## src/rtl/uart_tx_mmio.sv

```systemverilog
// Memory-mapped 8N1 UART transmitter: a 16-byte register window in front of a
// byte FIFO that a serial engine drains onto the tx pin.
module uart_tx_mmio #(
  parameter logic [31:0] BASE        = 32'hF000_0000,
  parameter int          FIFO_AW     = 4,
  parameter logic [15:0] DEFAULT_DIV = 16'd868
) (
  input  logic        clk,
  input  logic        rst,
  input  logic [29:0] address,
  input  logic [31:0] memory_in,
  input  logic [3:0]  write_enable,
  output logic [31:0] memory_out,
  output logic        read_capable,
  output logic        write_capable,
  output logic        tx
);

  localparam int               DEPTH   = 1 << FIFO_AW;
  localparam logic [FIFO_AW:0] DEPTH_C = DEPTH[FIFO_AW:0];

  typedef enum logic [1:0] {
    S_IDLE  = 2'd0,
    S_START = 2'd1,
    S_DATA  = 2'd2,
    S_STOP  = 2'd3
  } state_e;

  logic             hit_s;
  logic [1:0]       offset_s;
  logic             push_req_s;
  logic             push_ok_s;
  logic             pop_s;
  logic             ovf_clr_s;
  logic             empty_s;
  logic             full_s;
  logic             busy_s;
  logic [7:0]       count8_s;
  logic [15:0]      period_m1_s;
  logic             unused_s;

  logic [7:0]         mem_q [DEPTH];
  logic [FIFO_AW-1:0] wr_ptr_q;
  logic [FIFO_AW-1:0] rd_ptr_q;
  logic [FIFO_AW:0]   count_q;
  logic               ovf_q;
  logic [15:0]        div_q;

  state_e      state_q, state_d;
  logic [15:0] cnt_q, cnt_d;
  logic [2:0]  bit_q, bit_d;
  logic [7:0]  shift_q, shift_d;
  logic        tx_q, tx_d;

  // address [29:2] is byte address [31:4]
  assign hit_s         = (address[29:2] == BASE[31:4]);
  assign offset_s      = address[1:0];
  assign read_capable  = hit_s;
  assign write_capable = hit_s;

  assign empty_s     = (count_q == {(FIFO_AW+1){1'b0}});
  assign full_s      = (count_q == DEPTH_C);
  assign busy_s      = (state_q != S_IDLE);
  assign count8_s    = 8'(count_q);
  assign pop_s       = (state_q == S_IDLE) && !empty_s;
  assign push_req_s  = hit_s && (offset_s == 2'd0) && write_enable[0];
  assign push_ok_s   = push_req_s && (!full_s || pop_s);
  assign ovf_clr_s   = hit_s && (offset_s == 2'd1) && write_enable[0] && memory_in[3];
  assign period_m1_s = (div_q == 16'd0) ? 16'd0 : (div_q - 16'd1);
  assign unused_s    = ^{memory_in[31:16], write_enable[3:2]};
  assign tx          = tx_q;

  // FIFO pointers, occupancy and sticky overflow flag
  always_ff @(posedge clk) begin
    if (rst) begin
      wr_ptr_q <= {FIFO_AW{1'b0}};
      rd_ptr_q <= {FIFO_AW{1'b0}};
      count_q  <= {(FIFO_AW+1){1'b0}};
      ovf_q    <= 1'b0;
    end else begin
      if (push_ok_s) wr_ptr_q <= wr_ptr_q + FIFO_AW'(1);
      if (pop_s)     rd_ptr_q <= rd_ptr_q + FIFO_AW'(1);
      case ({push_ok_s, pop_s})
        2'b10:   count_q <= count_q + (FIFO_AW+1)'(1);
        2'b01:   count_q <= count_q - (FIFO_AW+1)'(1);
        default: count_q <= count_q;
      endcase
      if (push_req_s && !push_ok_s) ovf_q <= 1'b1;
      else if (ovf_clr_s)           ovf_q <= 1'b0;
    end
  end

  // FIFO storage; contents are meaningless outside the occupied range
  always_ff @(posedge clk) begin
    if (push_ok_s) mem_q[wr_ptr_q] <= memory_in[7:0];
  end

  // bit-period divider, byte-lane writable
  always_ff @(posedge clk) begin
    if (rst) begin
      div_q <= DEFAULT_DIV;
    end else if (hit_s && (offset_s == 2'd2)) begin
      if (write_enable[0]) div_q[7:0]  <= memory_in[7:0];
      if (write_enable[1]) div_q[15:8] <= memory_in[15:8];
    end
  end

  // serial engine state register
  always_ff @(posedge clk) begin
    if (rst) begin
      state_q <= S_IDLE;
      cnt_q   <= 16'd0;
      bit_q   <= 3'd0;
      shift_q <= 8'd0;
      tx_q    <= 1'b1;
    end else begin
      state_q <= state_d;
      cnt_q   <= cnt_d;
      bit_q   <= bit_d;
      shift_q <= shift_d;
      tx_q    <= tx_d;
    end
  end

  // serial engine next state; cnt counts down the remaining cycles of a bit
  always_comb begin
    state_d = state_q;
    cnt_d   = cnt_q;
    bit_d   = bit_q;
    shift_d = shift_q;
    case (state_q)
      S_IDLE: begin
        if (pop_s) begin
          shift_d = mem_q[rd_ptr_q];
          cnt_d   = period_m1_s;
          state_d = S_START;
        end else begin
          state_d = S_IDLE;
        end
      end
      S_START: begin
        if (cnt_q == 16'd0) begin
          cnt_d   = period_m1_s;
          bit_d   = 3'd0;
          state_d = S_DATA;
        end else begin
          cnt_d = cnt_q - 16'd1;
        end
      end
      S_DATA: begin
        if (cnt_q == 16'd0) begin
          cnt_d   = period_m1_s;
          shift_d = {1'b0, shift_q[7:1]};
          if (bit_q == 3'd7) begin
            state_d = S_STOP;
          end else begin
            bit_d = bit_q + 3'd1;
          end
        end else begin
          cnt_d = cnt_q - 16'd1;
        end
      end
      S_STOP: begin
        if (cnt_q == 16'd0) begin
          state_d = S_IDLE;
        end else begin
          cnt_d = cnt_q - 16'd1;
        end
      end
      default: state_d = S_IDLE;
    endcase

    case (state_d)
      S_START: tx_d = 1'b0;
      S_DATA:  tx_d = shift_d[0];
      default: tx_d = 1'b1;
    endcase
  end

  // register read mux; reads have no side effects
  always_comb begin
    memory_out = 32'd0;
    if (hit_s) begin
      case (offset_s)
        2'd1:    memory_out = {16'd0, count8_s, 4'd0, ovf_q, busy_s, empty_s, full_s};
        2'd2:    memory_out = {16'd0, div_q};
        default: memory_out = 32'd0;
      endcase
    end else begin
      memory_out = 32'd0;
    end
  end

endmodule

```

## config.mk

```make
export PLATFORM = sky130hd
export DESIGN_NAME = uart_tx_mmio
export DESIGN_NICKNAME = d
export VERILOG_FILES = /design/src/rtl/uart_tx_mmio.sv
export SDC_FILE = /design/constraint.sdc
export NUM_CORES = 1
export LEC_CHECK = 0
export CAP_MARGIN = 5
export CORE_UTILIZATION = 40
export CTS_CLUSTER_SIZE = 8
export DETAILED_ROUTE_END_ITERATION = 6
export GPL_TIMING_DRIVEN = 1
export HOLD_SLACK_MARGIN = 0.08
export MAX_ROUTING_LAYER = met4
export PLACE_DENSITY = 0.68
export REMOVE_ABC_BUFFERS = 1
export SLEW_MARGIN = 20
export SYNTH_ARGS = -nofsm -noshare
export SYNTH_HDL_FRONTEND = slang
export SYNTH_SLANG_ARGS = --single-unit
```

## constraint.sdc

```tcl
create_clock -name clk -period 3.4 [get_ports clk]
set_input_delay 0.85 -clock clk [delete_from_list [all_inputs] [get_ports clk]]
set_output_delay 0.85 -clock clk [all_outputs]
set_load 0.005 [all_outputs]
```

==> flow_summary.ini, run 1 <==
[outcome]
status = finished clean

[cts]
htreeDepth = 4
root_buffer = clkbuf_16
cts_max_path_buffers = 2
cts_sinks = 192
numCtsBuffers = 17
cts_tree = done
clock_latency_ns = 0.44
cts-hold-fix-buffers = 0
clk_pin_slew_ns = 0.07

[pwr]
p_clk_share_pct = 29.7
p_int_mw = 4.670
leakagePower_nw = 3.990
pwr-share-seq_pct = 39.7
power.switching_mw = 2.362
power.density_nw_per_um2 = 642.9
switching_share_pct = 33.59
combPwrFrac_pct = 30.6
ir_worst_vdd_v = 0.0004126

[placement]
place_congestion = 0.8715
post-dp-hpwl_um = 13300
place_area_um2 = 10010
port-buffer-count = 68
place_ws_ns = -0.4160

[routing]
wire_per_inst_um = 17.87
drcViolationCount = 0
ant_nets = 0
vias = 6001
drtPass1Iterations = 5
vias_per_cell = 5.416
totalWireLength_um = 19800
dr.first_iter.drc_count = 462

[global_routing]
grt_pass1_wl_um = 30530
grt-ovfl-total = 0
antenna_found_initial = 0
grt_usage_pct = 18.35
grt_max_degree = 50
grt_pass1_vias = 5714

[timing]
post-route-period-util_pct = 98.20
whs_ns = 0.4557
finalHoldViolations = 0
slew_violations = 0
tightest_slew_ns = 0.8144
skew_ns = 0.01577
fmax_ghz = 0.2995
setup_slack_ns = 0.06134
post-route-min-period_ns = 3.339
maxSlewHeadroom_pct = 45.63
setup_violations = 0

[finish]
syn2layout_area_growth_pct = 23.34
drive_above_1_share_pct = 22.58
fin_area_um2 = 10940
fin_nets = 903
num_antenna_cells = 0
layout_common_cells = edfxtp_1 (128), dfxtp_1 (63), nor2_1 (61), buf_4 (61), nand2_1 (48)
mostFrequentLayoutCell = edfxtp_1

[yosys]
synth_edf_count = 128
ys_seq_area_share_pct = 57.80
synth_top_cell_area_share_pct = 43.35
synth_warnings = 0
synth_cell_types = 69
syn_area_um2 = 8867
post-synth-top-area-cell = edfxtp_1
synth_area_leaders = edfxtp_1 (43%), dfxtp_1 (14%), mux4_2 (10%)
postSynthAreaPerCell_um2 = 12.60
postSynthCellCount = 704
synthFlopType = edfxtp_1
ys_ff_latch = 192
async_flop_share_pct = 0

[floorplan]
initial_utilization_pct = 40.76
die_y_um = 150.9
die_area_um2 = 22770
core-area_um2 = 21760
die_x_um = 150.9
core.rowCount = 54
ios = 103

[job]
drv_cap = 0

[worst_setup_path]
cp-end-kind = output pin
cp-start-kind = input pin
worstPathRequired_ns = 2.55
arrival_ns = 2.49
critPathMaxFanout = 4
critical_path_class = input pin to output pin

[hold_path]
hp-class = register to register
[cells in the mapped netlist, types with 3 or more instances]
master and number:
nand2_1 49, a32o_1 4, buf_4 17, o31ai_1 3
buf_1 5, or3_1 6, nor2_1 67, nor4_1 8
o21ai_0 24, xor2_1 15, mux4_2 40, edfxtp_1 128
nor3_1 25, and2_1 7, or4_1 8, dfxtp_1 64
nand3_1 30, o32ai_1 6, a211oi_1 4, a311oi_1 7
ha_1 20, buf_2 7, nand4_1 7, inv_1 18
a31oi_1 4, a21oi_1 29, xnor2_1 9, nor4b_1 3
a22oi_1 11, mux2i_1 3, clkbuf_1 27
[stage by stage]
stage	total power [mW]	cells	TNS (ns)	util (%)
after detailed placement	4.964	1058	-6.643	46.03
after global routing	7.391	1108	-0.01468	50.27
after CTS	7.061	1102	-0.5318	49.71
final	7.031	1108	0	50.27
after global placement	4.934	1058	-6.722	46.03
after floorplan	4.286	661	-2.069	-
[final cells by class]
cell class	count	area (um2)
Fill cell	1888	10820
Sequential cell	192	5126
Multi-Input combinational cell	452	3583
Timing Repair Buffer	134	1177
Clock buffer	17	425.4
Tap cell	280	350.3
Clock inverter	15	206.4
Inverter	18	67.56
[what timing repair did]
item / 4_1_cts / 5_1_grt
cloned: 1 / 0
endpoints found under the setup margin: 18 / 17
buffers inserted: 12 / 8
pin swaps: 12 / 10
resized for setup: 73 / 42
endpoints found under the hold margin: 0 / 0
[power groups by stage]
stage	clock network (mW)	registers [mW]	logic (mW)
2_1_floorplan	0	2.87	1.42
3_3_place_gp	0	2.84	2.09
3_5_place_dp	0	2.85	2.12
4_1_cts	2.13	2.79	2.14
5_1_grt	2.21	2.82	2.37
6_report	2.08	2.79	2.16
[layer usage]
metal	wire (um)	share of wire (%)	up-vias	global-route usage, %
li1	-	-	2867	-
met1	8606	43	2950	23.30
met2	10040	51	162	29.79
met3	890	4.5	22	3.343
met4	265	1.3	0	5.850
met5	0	0	-	-
[critical path: stages]
cell,delay [ns]
clkdlybuf4s50_1,0.45
nor4bb_4,0.27
nand3_4,0.13
nor2_4,0.16
buf_4,0.13
buf_4,0.09
nand2_2,0.07
nor2_1,0.11
clkdlybuf4s15_1,0.23
[flip-flops by register name, indices dropped and copies added (netlist names), named ones only]
name	flops
cnt_q	16
count_q	5
ovf_q	1
tx	1
div_q	16
shift_q	8
bit_q	3
state_q	2
rd_ptr_q	4
mem_q	128
wr_ptr_q	4
[path summary, 6_finish.rpt]
check / startpoint / endpoint / slack (ns) / depth (start not counted)
setup / recovery: address[27] / memory_out[11] / 0.06 / 9
hold reg to reg: ovf_q / ovf_q / 0.46 / 2
setup reg to reg: count_q[0] / count_q[4] / 0.57 / 10
hold / removal: ovf_q / ovf_q / 0.46 / 2
[cells by family after synthesis]
logic type	share of synthesized area, %
AND/OR/NAND/NOR	12.74
flip-flops	57.80
AO/OA/AOI/OAI	9.059
buffers and inverters	4.247
multiplexers	10.92
XOR/XNOR	2.371
adder cells (fa/ha/maj)	2.822
other	0.04229
No activity file was read; power rests on OpenSTA's default activity.
==> inputs of run 2 (changes only) <==
- CTS_BUF_LIST: default -> sky130_fd_sc_hd__clkbuf_16
- PLACE_DENSITY: 0.68 -> 0.65
- clock period: 3.4 -> 3.2 ns (I/O delays scaled with it)
==> run 2 against run 1 <==
Against the previous run: cell area barely moved; non-clock buffer count rose by 3; clock skew fell by 0.0063 ns; first-iteration DRC count fell by 21%; register-to-register slack got worse by 0.22 ns; combinational power rose by 8%; largest cell class unchanged; utilization barely moved; via count fell by 0.47%; worst hold slack improved by 0.010 ns; critical path depth fell by 2; sequential share of layout area barely moved; count of clock-buffer cells in the layout did not move.
==> flow_summary.ini, run 2 (synthesis results as in run 1) <==
[placement]
place_congestion = 0.8898
post-dp-hpwl_um = 13680
port-buffer-count = 68
place_ws_ns = -0.6284
place_area_um2 = 10070

[timing]
post-route-min-period_ns = 3.125
setup_slack_ns = 0.07541
slew_violations = 0
maxSlewHeadroom_pct = 52.19
tightest_slew_ns = 0.7072
finalHoldViolations = 0
fin_setup_tns_ns = 0
skew_ns = 0.009440
fmax_ghz = 0.3200
post-route-period-util_pct = 97.64
setup_violations = 0
rsz0062_at_grt = false

[cts]
cts_tree = done
root_buffer = clkbuf_16
cts-hold-fix-buffers = 0
htreeDepth = 4
clk_pin_slew_ns = 0.07
numCtsBuffers = 17
clock_latency_ns = 0.43
cts_max_path_buffers = 2
cts_sinks = 192

[finish]
final_util_pct = 50.28
largest_reg_flops = 128
multi_input_area_um2 = 3603
num_antenna_cells = 0
top_register = mem_q
fin_nets = 906
drive_above_1_share_pct = 24.07
mostFrequentLayoutCell = edfxtp_1
fin_area_um2 = 10940
syn2layout_area_growth_pct = 23.35
top_regs = mem_q x128, cnt_q x16, div_q x16
layout_common_cells = edfxtp_1 (128), dfxtp_1 (63), nor2_1 (62)
regArea_um2 = 5126
fill_cells = 1875

[global_routing]
grt_usage_pct = 18.48
grt-ovfl-total = 0
grt_max_degree = 50
grt_pass1_wl_um = 30800
antenna_found_initial = 0
grt_pass1_vias = 5805

[worst_setup_path]
cp-start-kind = input pin
worstPathRequired_ns = 2.40
arrival_ns = 2.32
path_buf_inv = 4
reg2reg_slack_ns = 0.35
slowest_stage = clkdlybuf4s50_1
critical_path_class = input pin to output pin
crit_family = buffers and inverters
path_cells = clkdlybuf4s50_1, inv_1, ha_2, nand2_4, buf_4, a21oi_1, dlygate4sd2_1
critPathMaxFanout = 3
slowest_delay_ns = 0.48
cp-end-kind = output pin

[floorplan]
core-area_um2 = 21760
die_x_um = 150.9
ios = 103
die_area_um2 = 22770
die_y_um = 150.9
initial_utilization_pct = 40.76
core.rowCount = 54

[pwr]
ir_worst_vdd_v = 0.0004251
leakagePower_nw = 3.899
power.density_nw_per_um2 = 680.8

[routing]
wl_met2_um = 9900
totalWireLength_um = 19690
wl_met3_um = 650
drcViolationCount = 0
drtPass1Iterations = 6
top_layer_used = met4
dr.first_iter.drc_count = 365
ant_nets = 0
drt-met1-wl_um = 8917
vias_per_cell = 5.376
wire_per_inst_um = 17.72
vias = 5973

[job]
drv_cap = 0

[hold_path]
hp-class = register to register

[outcome]
status = finished clean
run 2: cell count changes in the layout (fill, tap and decap cells not counted), sizes merged:
cell           delta
buf               +9
clkbuf            +1
clkdlybuf4s15     +8
clkinv            -1
dlygate4sd2       -3
dlymetal6s2s     -12
inv               +1
run 2: cell type report:
type	instances	area share (%)
Clock inverter	15	1.693
Sequential cell	192	46.87
Tap cell	280	3.203
Clock buffer	17	3.889
Inverter	18	0.6177
Multi-Input combinational cell	452	32.94
Timing Repair Buffer	137	10.79
run 2: path summary, 6_finish.rpt:
kind | startpoint | endpoint | depth (start not counted)
min reg2reg | ovf_q | ovf_q | 2
max | address[1] | memory_out[12] | 7
min | ovf_q | ovf_q | 2
max reg2reg | count_q[0] | count_q[4] | 10
run 2: layer usage:
layer / track usage, % / vias to the layer above
li1: - / 2882
met1: 23.16 / 2963
met2: 30.41 / 109
met3: 4.096 / 19
met4: 4.500 / 0
met5: - / -
run 2: what timing repair did:
action,in CTS,in global routing
pin swaps,16,9
gates resized for setup,116,33
hold endpoints to repair,0,0
gates cloned,2,0
setup buffers,12,3
setup endpoints to repair,20,16
run 2: where the power goes:
part,switching [mW],internal (mW),leakage [nW]
Sequential,0.142,2.79,1.67
Clock,1.04,1.13,0.296
Combinational,1.29,1.05,1.93
Total,2.47,4.97,3.90
run 2: through the flow:
stage	power, mW	hold slack, ns	std cells
6_report	7.447	0.4659	1111
2_1_floorplan	4.554	0.4300	661
5_1_grt	7.845	0.4832	1111
3_3_place_gp	5.272	0.4435	1064
3_5_place_dp	5.306	0.4559	1064
4_1_cts	7.480	0.4640	1110
run 2: worst register-to-register path, delay by kind of cell, from the launching register on:
| family | cells | cell delay (ns) |
|---|---|---|
| adders and majority gates | 1 | 0.24 |
| AOI/OAI and AO/OA | 3 | 0.51 |
| and+or+nand+nor | 4 | 1.29 |
| xor gates and xnor gates | 2 | 0.31 |
| DFF | 1 | 0.37 |
==> inputs of run 3 (changes only) <==
- CORE_UTILIZATION: 40 -> 25
- PLACE_DENSITY: 0.65 -> 0.47
- SLEW_MARGIN: 20 -> 10
==> run 3 against run 2 <==
Against the previous run: combinational power about the same; via count up 1.2%; clock skew grew 0.0067 ns; worst setup slack got worse by 0.0038 ns; global-route usage shrank 5.8 points; register-to-register slack got worse by 0.03 ns; sequential share of layout area is 0.76 points lower; largest cell class unchanged; largest power group unchanged; highest routed layer unchanged.
==> flow_summary.ini, run 3 (synthesis results as in run 1) <==
[finish]
top_regs = mem_q x128, cnt_q x16, div_q x16
drive_above_1_share_pct = 23.76
stdcell_count = 1284
layout_common_cells = edfxtp_1 (128), dfxtp_1 (63), nor2_1 (60), buf_4 (60), nand2_1 (48)
num_antenna_cells = 0
fin_nets = 904
syn2layout_area_growth_pct = 25.40
largest_reg_flops = 128
top_register = mem_q
mostFrequentLayoutCell = edfxtp_1

[worst_setup_path]
arrival_ns = 2.33
critPathMaxFanout = 4
critical_path_class = input pin to output pin
slowest_delay_ns = 0.50
slowest_stage = clkdlybuf4s50_1
cp.depth = 6
worstPathRequired_ns = 2.40
reg2reg_slack_ns = 0.32
reg2regPathDepth = 8
endpoint = read_capable
path_buf_inv = 3
rr_startpoint = cnt_q[0]
cp-end-kind = output pin
reg2reg_to = tx
cp-start-kind = input pin
timing.critical_path.from = address[16]
crit_family = buffers and inverters
path_cells = dlygate4sd2_1, nor4_4, nand3_4, nor2_4, buf_4, clkdlybuf4s50_1

[timing]
finalHoldViolations = 0
setup_slack_ns = 0.07164
skew_ns = 0.01617
post-route-min-period_ns = 3.128
setup_violations = 0
fin_setup_tns_ns = 0
tightest_slew_ns = 0.8123
fmax_ghz = 0.3197
whs_ns = 0.4533
post-route-period-util_pct = 97.76
maxSlewHeadroom_pct = 45.68
slew_violations = 0

[pwr]
leakagePower_nw = 3.823
power.switching_mw = 2.472
p_int_mw = 5.038
power.density_nw_per_um2 = 675.4
p_clk_share_pct = 29.2
switching_share_pct = 32.92
ir_worst_vdd_v = 0.0004868
combPwrFrac_pct = 31.6
p_total_mw = 7.510
pwr-share-seq_pct = 39.2

[routing]
vias = 6042
dr.first_iter.drc_count = 395
drcViolationCount = 0
totalWireLength_um = 21550
vias_per_cell = 4.706
wire_per_inst_um = 16.78
drtPass1Iterations = 5
top_layer_used = met4
wl_met2_um = 10500
ant_nets = 0
drt-met1-wl_um = 10110
wl_met3_um = 739

[global_routing]
grt-ovfl-total = 0
grt_pass1_wl_um = 34320
grt_max_degree = 50
grt_usage_pct = 12.67
grt_pass1_vias = 6020
antenna_found_initial = 0

[placement]
dp_cells = 1237
place_ws_ns = -0.6809
post-dp-hpwl_um = 15210
place_congestion = 0.8038
port-buffer-count = 68

[floorplan]
core.rowCount = 68
die_x_um = 190.3
core-area_um2 = 34710
die_y_um = 190.3
die_area_um2 = 36230
ios = 103
initial_utilization_pct = 25.54

[job]
drv_cap = 0

[cts]
numCtsBuffers = 17
cts_sinks = 192
cts_tree = done
root_buffer = clkbuf_16
cts-hold-fix-buffers = 0
clock_latency_ns = 0.44
clk_pin_slew_ns = 0.06
htreeDepth = 4
cts_max_path_buffers = 2

[outcome]
status = finished clean

[hold_path]
hp-class = register to register
## run 3: repair_timing
item | CTS | global route
buffers inserted | 13 | 2
setup endpoints to repair | 18 | 17
resized for setup | 133 | 16
pin swaps | 16 | 9
gates cloned | 1 | 0
## run 3: worst reg2reg max path, delay by kind of cell (launching register included)
family / cells / cell delay [ns]
compound gates: 3 / 0.94
fa+ha+maj: 1 / 0.15
buf+inv: 1 / 0.13
flops: 1 / 0.32
simple gates: 3 / 1.21
## run 3: layer usage
layer  GRT usage, %  up-vias
li1               -     2867
met1          16.68     3031
met2          19.99      126
met3          2.300       18
met4          3.323        0
met5              -        -
## run 3: worst min-delay path by stage
stage | slack [ns] | start | depth (start not counted) | endpoint
6_report | 0.45 | ovf_q | 2 | ovf_q
5_1_grt | 0.50 | ovf_q | 2 | ovf_q
4_1_cts | 0.45 | ovf_q | 2 | ovf_q
3_5_place_dp | 0.45 | ovf_q | 2 | ovf_q
3_3_place_gp | 0.45 | ovf_q | 2 | ovf_q
2_1_floorplan | 0.43 | ovf_q | 2 | ovf_q
## run 3: final cells by class
cell class              instances  area [um2]
clock buffers                  17       425.4
clock inverters                15       178.9
fillers                      3519       23590
inverters                      18       67.56
multi-input cells             452        3630
flip-flops and latches        192        5126
well taps                     455       569.3
repair buffers                135        1122
## run 3: power by group through the flow
stage | Sequential, mW | Combinational (mW) | Clock [mW]
6_report | 2.95 | 2.37 | 2.19
4_1_cts | 2.95 | 2.39 | 2.25
3_5_place_dp | 3.01 | 2.37 | 0
2_1_floorplan | 3.05 | 1.50 | 0
5_1_grt | 2.97 | 2.62 | 2.35
3_3_place_gp | 3.00 | 2.38 | 0
## run 3: through the flow
step / util, % / area, um2
after global placement: 29.60 / 10280
final: 32.03 / 11120
after floorplan: - / 8615
after detailed placement: 29.60 / 10280
after CTS: 32.13 / 11150
after global routing: 32.03 / 11120
